==> config.mk <==
export PLATFORM = sky130hd
export DESIGN_NAME = lsu_mem_master
export DESIGN_NICKNAME = d
export VERILOG_FILES = /design/src/rtl/lsu_mem_master.sv
export SDC_FILE = /design/constraint.sdc
export NUM_CORES = 1
export LEC_CHECK = 0
export ABC_AREA = 1
export BUFFER_PORTS_ARGS = -buffer_cell sky130_fd_sc_hd__clkbuf_2
export CAP_MARGIN = 0
export CORE_AREA = 2 2 156 158
export CTS_BUF_LIST = sky130_fd_sc_hd__clkbuf_8
export DETAILED_ROUTE_END_ITERATION = 8
export DIE_AREA = 0 0 158 160
export PLACE_DENSITY = 0.81
export SETUP_SLACK_MARGIN = 0.2
export SYNTH_ARGS = -nofsm -noshare
export SYNTH_HDL_FRONTEND = slang
export SYNTH_SLANG_ARGS = --single-unit
==> constraint.sdc <==
create_clock -name core_clk -period 4.6 [get_ports core_clk]
set_input_delay 0.23 -clock core_clk [delete_from_list [all_inputs] [get_ports core_clk]]
set_output_delay 0.23 -clock core_clk [all_outputs]
set_load 0.01 [all_outputs]
==> src/rtl/lsu_mem_master.sv <==
// LSU initiator for the single-bus memory protocol: validates one load/store from EX,
// issues one request, waits for the response and returns extended load data to writeback.
module lsu_mem_master #(
    parameter int TIMEOUT_CYCLES = 1024,
    parameter int CNT_W          = 11
) (
    input  logic        core_clk,
    input  logic        core_rst,
    input  logic        ex_lsu_valid,
    output logic        ex_lsu_ready,
    input  logic [63:0] ex_lsu_addr,
    input  logic [63:0] ex_lsu_wdata,
    input  logic        ex_lsu_dir,
    input  logic [3:0]  ex_lsu_width,
    input  logic        ex_lsu_signed,
    output logic [63:0] lsu_memory_addr,
    output logic [63:0] lsu_memory_data,
    output logic        lsu_memory_dir,
    output logic [3:0]  lsu_memory_width,
    output logic        lsu_memory_valid,
    input  logic        memory_lsu_ready,
    input  logic        memory_lsu_valid,
    input  logic [63:0] memory_lsu_data,
    output logic        lsu_wb_valid,
    input  logic        lsu_wb_ready,
    output logic [63:0] lsu_wb_data,
    output logic [1:0]  lsu_wb_err
);

    typedef enum logic [1:0] {
        S_IDLE,
        S_REQ,
        S_WAIT,
        S_RESP
    } state_t;

    localparam logic [CNT_W-1:0] CNT_LAST = CNT_W'(TIMEOUT_CYCLES - 1);

    state_t           state;
    logic [CNT_W-1:0] wait_cnt;
    logic             op_dir;
    logic [3:0]       op_width;
    logic             op_signed;
    logic             width_ok;
    logic             misaligned;

    function automatic logic [63:0] mask_store(input logic [63:0] d, input logic [3:0] w);
        case (w)
            4'd1:    mask_store = {56'b0, d[7:0]};
            4'd2:    mask_store = {48'b0, d[15:0]};
            4'd4:    mask_store = {32'b0, d[31:0]};
            default: mask_store = d;
        endcase
    endfunction

    function automatic logic [63:0] extend_load(input logic [63:0] d, input logic [3:0] w,
                                                input logic s);
        case (w)
            4'd1:    extend_load = {{56{s & d[7]}}, d[7:0]};
            4'd2:    extend_load = {{48{s & d[15]}}, d[15:0]};
            4'd4:    extend_load = {{32{s & d[31]}}, d[31:0]};
            default: extend_load = d;
        endcase
    endfunction

    // Alignment requires the low log2(width) address bits to be zero.
    always_comb begin
        width_ok   = 1'b1;
        misaligned = 1'b0;
        case (ex_lsu_width)
            4'd1:    misaligned = 1'b0;
            4'd2:    misaligned = ex_lsu_addr[0];
            4'd4:    misaligned = |ex_lsu_addr[1:0];
            4'd8:    misaligned = |ex_lsu_addr[2:0];
            default: width_ok   = 1'b0;
        endcase
    end

    always_ff @(posedge core_clk) begin
        if (core_rst) begin
            state            <= S_IDLE;
            wait_cnt         <= '0;
            op_dir           <= 1'b0;
            op_width         <= 4'd0;
            op_signed        <= 1'b0;
            ex_lsu_ready     <= 1'b1;
            lsu_memory_addr  <= 64'd0;
            lsu_memory_data  <= 64'd0;
            lsu_memory_dir   <= 1'b0;
            lsu_memory_width <= 4'd0;
            lsu_memory_valid <= 1'b0;
            lsu_wb_valid     <= 1'b0;
            lsu_wb_data      <= 64'd0;
            lsu_wb_err       <= 2'd0;
        end else begin
            case (state)
                S_IDLE: begin
                    if (ex_lsu_valid && ex_lsu_ready) begin
                        op_dir       <= ex_lsu_dir;
                        op_width     <= ex_lsu_width;
                        op_signed    <= ex_lsu_signed;
                        ex_lsu_ready <= 1'b0;
                        if (!width_ok) begin
                            state        <= S_RESP;
                            lsu_wb_valid <= 1'b1;
                            lsu_wb_data  <= 64'd0;
                            lsu_wb_err   <= 2'd2;
                        end else if (misaligned) begin
                            state        <= S_RESP;
                            lsu_wb_valid <= 1'b1;
                            lsu_wb_data  <= 64'd0;
                            lsu_wb_err   <= 2'd1;
                        end else begin
                            state            <= S_REQ;
                            lsu_memory_valid <= 1'b1;
                            lsu_memory_addr  <= ex_lsu_addr;
                            lsu_memory_data  <= ex_lsu_dir ? mask_store(ex_lsu_wdata, ex_lsu_width)
                                                           : 64'd0;
                            lsu_memory_dir   <= ex_lsu_dir;
                            lsu_memory_width <= ex_lsu_width;
                        end
                    end
                end
                // Fields stay untouched until accepted, so exactly one strobe is seen per op.
                S_REQ: begin
                    if (memory_lsu_ready) begin
                        state            <= S_WAIT;
                        wait_cnt         <= '0;
                        lsu_memory_valid <= 1'b0;
                        lsu_memory_addr  <= 64'd0;
                        lsu_memory_data  <= 64'd0;
                        lsu_memory_dir   <= 1'b0;
                        lsu_memory_width <= 4'd0;
                    end
                end
                S_WAIT: begin
                    if (memory_lsu_valid) begin
                        state        <= S_RESP;
                        wait_cnt     <= '0;
                        lsu_wb_valid <= 1'b1;
                        lsu_wb_err   <= 2'd0;
                        lsu_wb_data  <= op_dir ? 64'd0
                                               : extend_load(memory_lsu_data, op_width, op_signed);
                    end else if (wait_cnt == CNT_LAST) begin
                        state        <= S_RESP;
                        wait_cnt     <= '0;
                        lsu_wb_valid <= 1'b1;
                        lsu_wb_err   <= 2'd3;
                        lsu_wb_data  <= 64'd0;
                    end else begin
                        wait_cnt <= wait_cnt + 1'b1;
                    end
                end
                S_RESP: begin
                    if (lsu_wb_ready) begin
                        state        <= S_IDLE;
                        ex_lsu_ready <= 1'b1;
                        lsu_wb_valid <= 1'b0;
                        lsu_wb_data  <= 64'd0;
                        lsu_wb_err   <= 2'd0;
                    end
                end
                default: state <= S_IDLE;
            endcase
        end
    end

endmodule
==> impl_metrics.tcl <==
set metrics [dict create \
    path_max_fanout 100 \
    ant_nets 0 \
    gp_congestion 0.859 \
    synthesis.area_um2 10600 \
    cp-start-kind "flip-flop" \
    crit_arrival_ns 4.08 \
    place_area_um2 12600 \
    finalHoldViolCount 0 \
    wire_per_inst_um 15.0 \
    cts_root_buf "clkbuf_8" \
    portBuffers 405 \
    grt_max_degree 101 \
    die_area_um2 25300 \
    ys_seq_elements 221 \
    syn_area_per_cell_um2 6.60 \
    drc_errors 0 \
    dp_cells 2229 \
    cp.required_ns 5.00 \
    fp.dieW_um 158 \
    synthDistinctLibCells 33 \
    synth_top_cells_by_count "422 x nand2_1, 221 x dfxtp_1, 213 x nor2_1" \
    tns_ns 0 \
    busiest_layer "met2" \
    dp_hpwl_um 22500 \
    power_density_nw_per_um2 596 \
    tritoncts "yes" \
    drt_iter0_drc 1237 \
    rsz0062_at_grt "false" \
    vias_per_cell 5.09 \
    worst_hold_path_type "primary input to flip-flop" \
    h-tree-depth 2 \
    nFillCells 2312 \
    clkSlewWorstSetupHoldPaths_ns 0.06 \
    status "complete, no violations" \
    fin_crit_sh 0.800 \
    synth-async-reset-ratio 0 \
    overflow 0 \
    met3_usage 0.0719 \
    numCtsBuffers 40 \
    antenna_found_initial 1 \
    fin_util 0.573 \
    totalWireLength_um 34800 \
    clockBufferDepth 3 \
    rows 57 \
    synth_top_area_share 0.416 \
    final_layout_size_suffix_gt1_frac 0.245 \
    worst_clock_skew_ns 0.0125 \
    synth_nets 1822 \
    yosys.area.top_type "dfxtp_1" \
    leakage_nw 6.78 \
    instances_no_fill 2321 \
    grt_util_met1 0.317 \
    grt_pass1_vias 11000 \
    synth_edf_count 0 \
    dr.pass1.iters 6 \
    stdcell_area_um2 13700 \
    ys_seq_area_frac 0.416 \
    io_pins 406 \
    vias 11800 \
    clock.fmax_ghz 0.272 \
    period_minus_slack_ns 3.68 \
    synthCells 1612 \
    netlist_top_cells_area "dfxtp_1 42%, nand2_1 15%, nand3_1 8.6%, nor2_1 7.5%, a21oi_1 6.9%" \
    relSlewSlack 0.217 \
    criticalPathCategory "flip-flop to flip-flop" \
    synth-warning-count 0 \
    drv_cap 0 \
    syn2layout_area_growth_pct 28.3 \
    yosysMostFrequentCell "nand2_1" \
    grtUsageMet2 0.429 \
    yosys_most_used_dff "dfxtp_1" \
    initial_core_util 0.447 \
    cts_resized 0 \
    clk_latency_ns 0.52 \
    grt_pass1_wl_um 54500 \
    tightest_slew_ns 1.17 \
    diodes 0 \
    ir_drop_mv 0.491 \
    globalRouteTotalUtil 0.261 \
    setup_viol_count_final 0 \
    die_h_um 160 \
    final_max_slew_viol_count 0 \
    coreArea_um2 23800 \
    end_kind "flip-flop" \
    layout.nets 2182 \
    clock_sinks 221 \
]
## routing by layer
layer,vias up,share of wire
li1,5846,-
met1,5323,0.39
met2,534,0.47
met3,108,0.092
met4,2,0.042
met5,-,0.00046
## state kept, by name (all words and copies together), names as in the netlist, 2 cells and up
signal and cells:
wait_cnt 11, lsu_memory_width 4, lsu_wb_data 64, op_width 4, lsu_memory_addr 64, lsu_wb_err 2, lsu_memory_data 64, state 2
## placed cells by master (no fill, tap or decap), drive strengths merged, types with 2 or more instances in the layout
cell type,netlist,routed
a21oi,147,147
nand4,28,28
nand3b,44,44
xor2,3,3
clkinv,3,3
nand3,183,183
nor2,216,216
dfxtp,221,221
ha,6,6
nand2,425,425
nor3,21,21
buf,63,15
inv,136,151
dlygate4sd3,0,25
or2,2,2
clkbuf,63,455
o21ai,45,45
## final cells by class
class	count	area, um^2	area share
multi-input cells	1126	5130	0.376
flip-flops and latches	221	4420	0.324
repair buffers	444	2380	0.175
clock buffers	51	702	0.0514
inverters	139	522	0.0382
well taps	324	405	0.0297
clock inverters	16	87.6	0.00641
## through the flow
stage	hold slack [ns]	total power [mW]	worst slack [ns]
after detailed placement	0.441	6.28	0.972
after global placement	0.433	6.18	1.14
after global routing	0.0271	8.79	0.539
after CTS	0.00181	8.17	0.965
after floorplan	0.393	5.28	2.74
final	0.0312	8.13	0.921
## cells by family after synthesis
group	count (synthesis)	share of synthesized area
AOI/OAI and AO/OA	194	0.0925
xor gates and xnor gates	4	0.00329
adders and majority gates	6	0.00705
buffers and inverters	265	0.106
DFF	221	0.416
and+or+nand+nor	922	0.375
## power breakdown
group          internal (mW)  switching [mW]
registers               2.34           0.235
logic                   1.17            2.54
clock network           1.04           0.803
## final timing paths
path / startpoint / endpoint / slack, ns / cells past startpoint
max reg2reg: state[0]$_SDFFE_PP0P_ / lsu_wb_data[56]$_SDFFE_PP0P_ / 0.92 / 11
min reg2reg: wait_cnt[10]$_SDFFE_PP0P_ / wait_cnt[10]$_SDFFE_PP0P_ / 0.45 / 2
min: ex_lsu_addr[5] / lsu_memory_addr[5]$_SDFFE_PP0P_ / 0.03 / 4
max: state[0]$_SDFFE_PP0P_ / lsu_wb_data[56]$_SDFFE_PP0P_ / 0.92 / 11
## repair_timing
item / in CTS / in global routing
setup buffers: 0 / 0
hold buffers: 25 / 0
hold endpoints to repair: 25 / 0
## critical path: stages (launching register included)
cell and delay (ns):
dfxtp_1 0.38, ha_1 0.20, inv_1 0.07, or2_2 0.28
nand2_1 0.08, inv_1 0.04, nand2_1 0.08, clkinv_1 0.84
nand3_4 1.21, nand2_1 0.14, nand2_1 0.10, nor2_1 0.04
(Power assumes the default switching activity.)
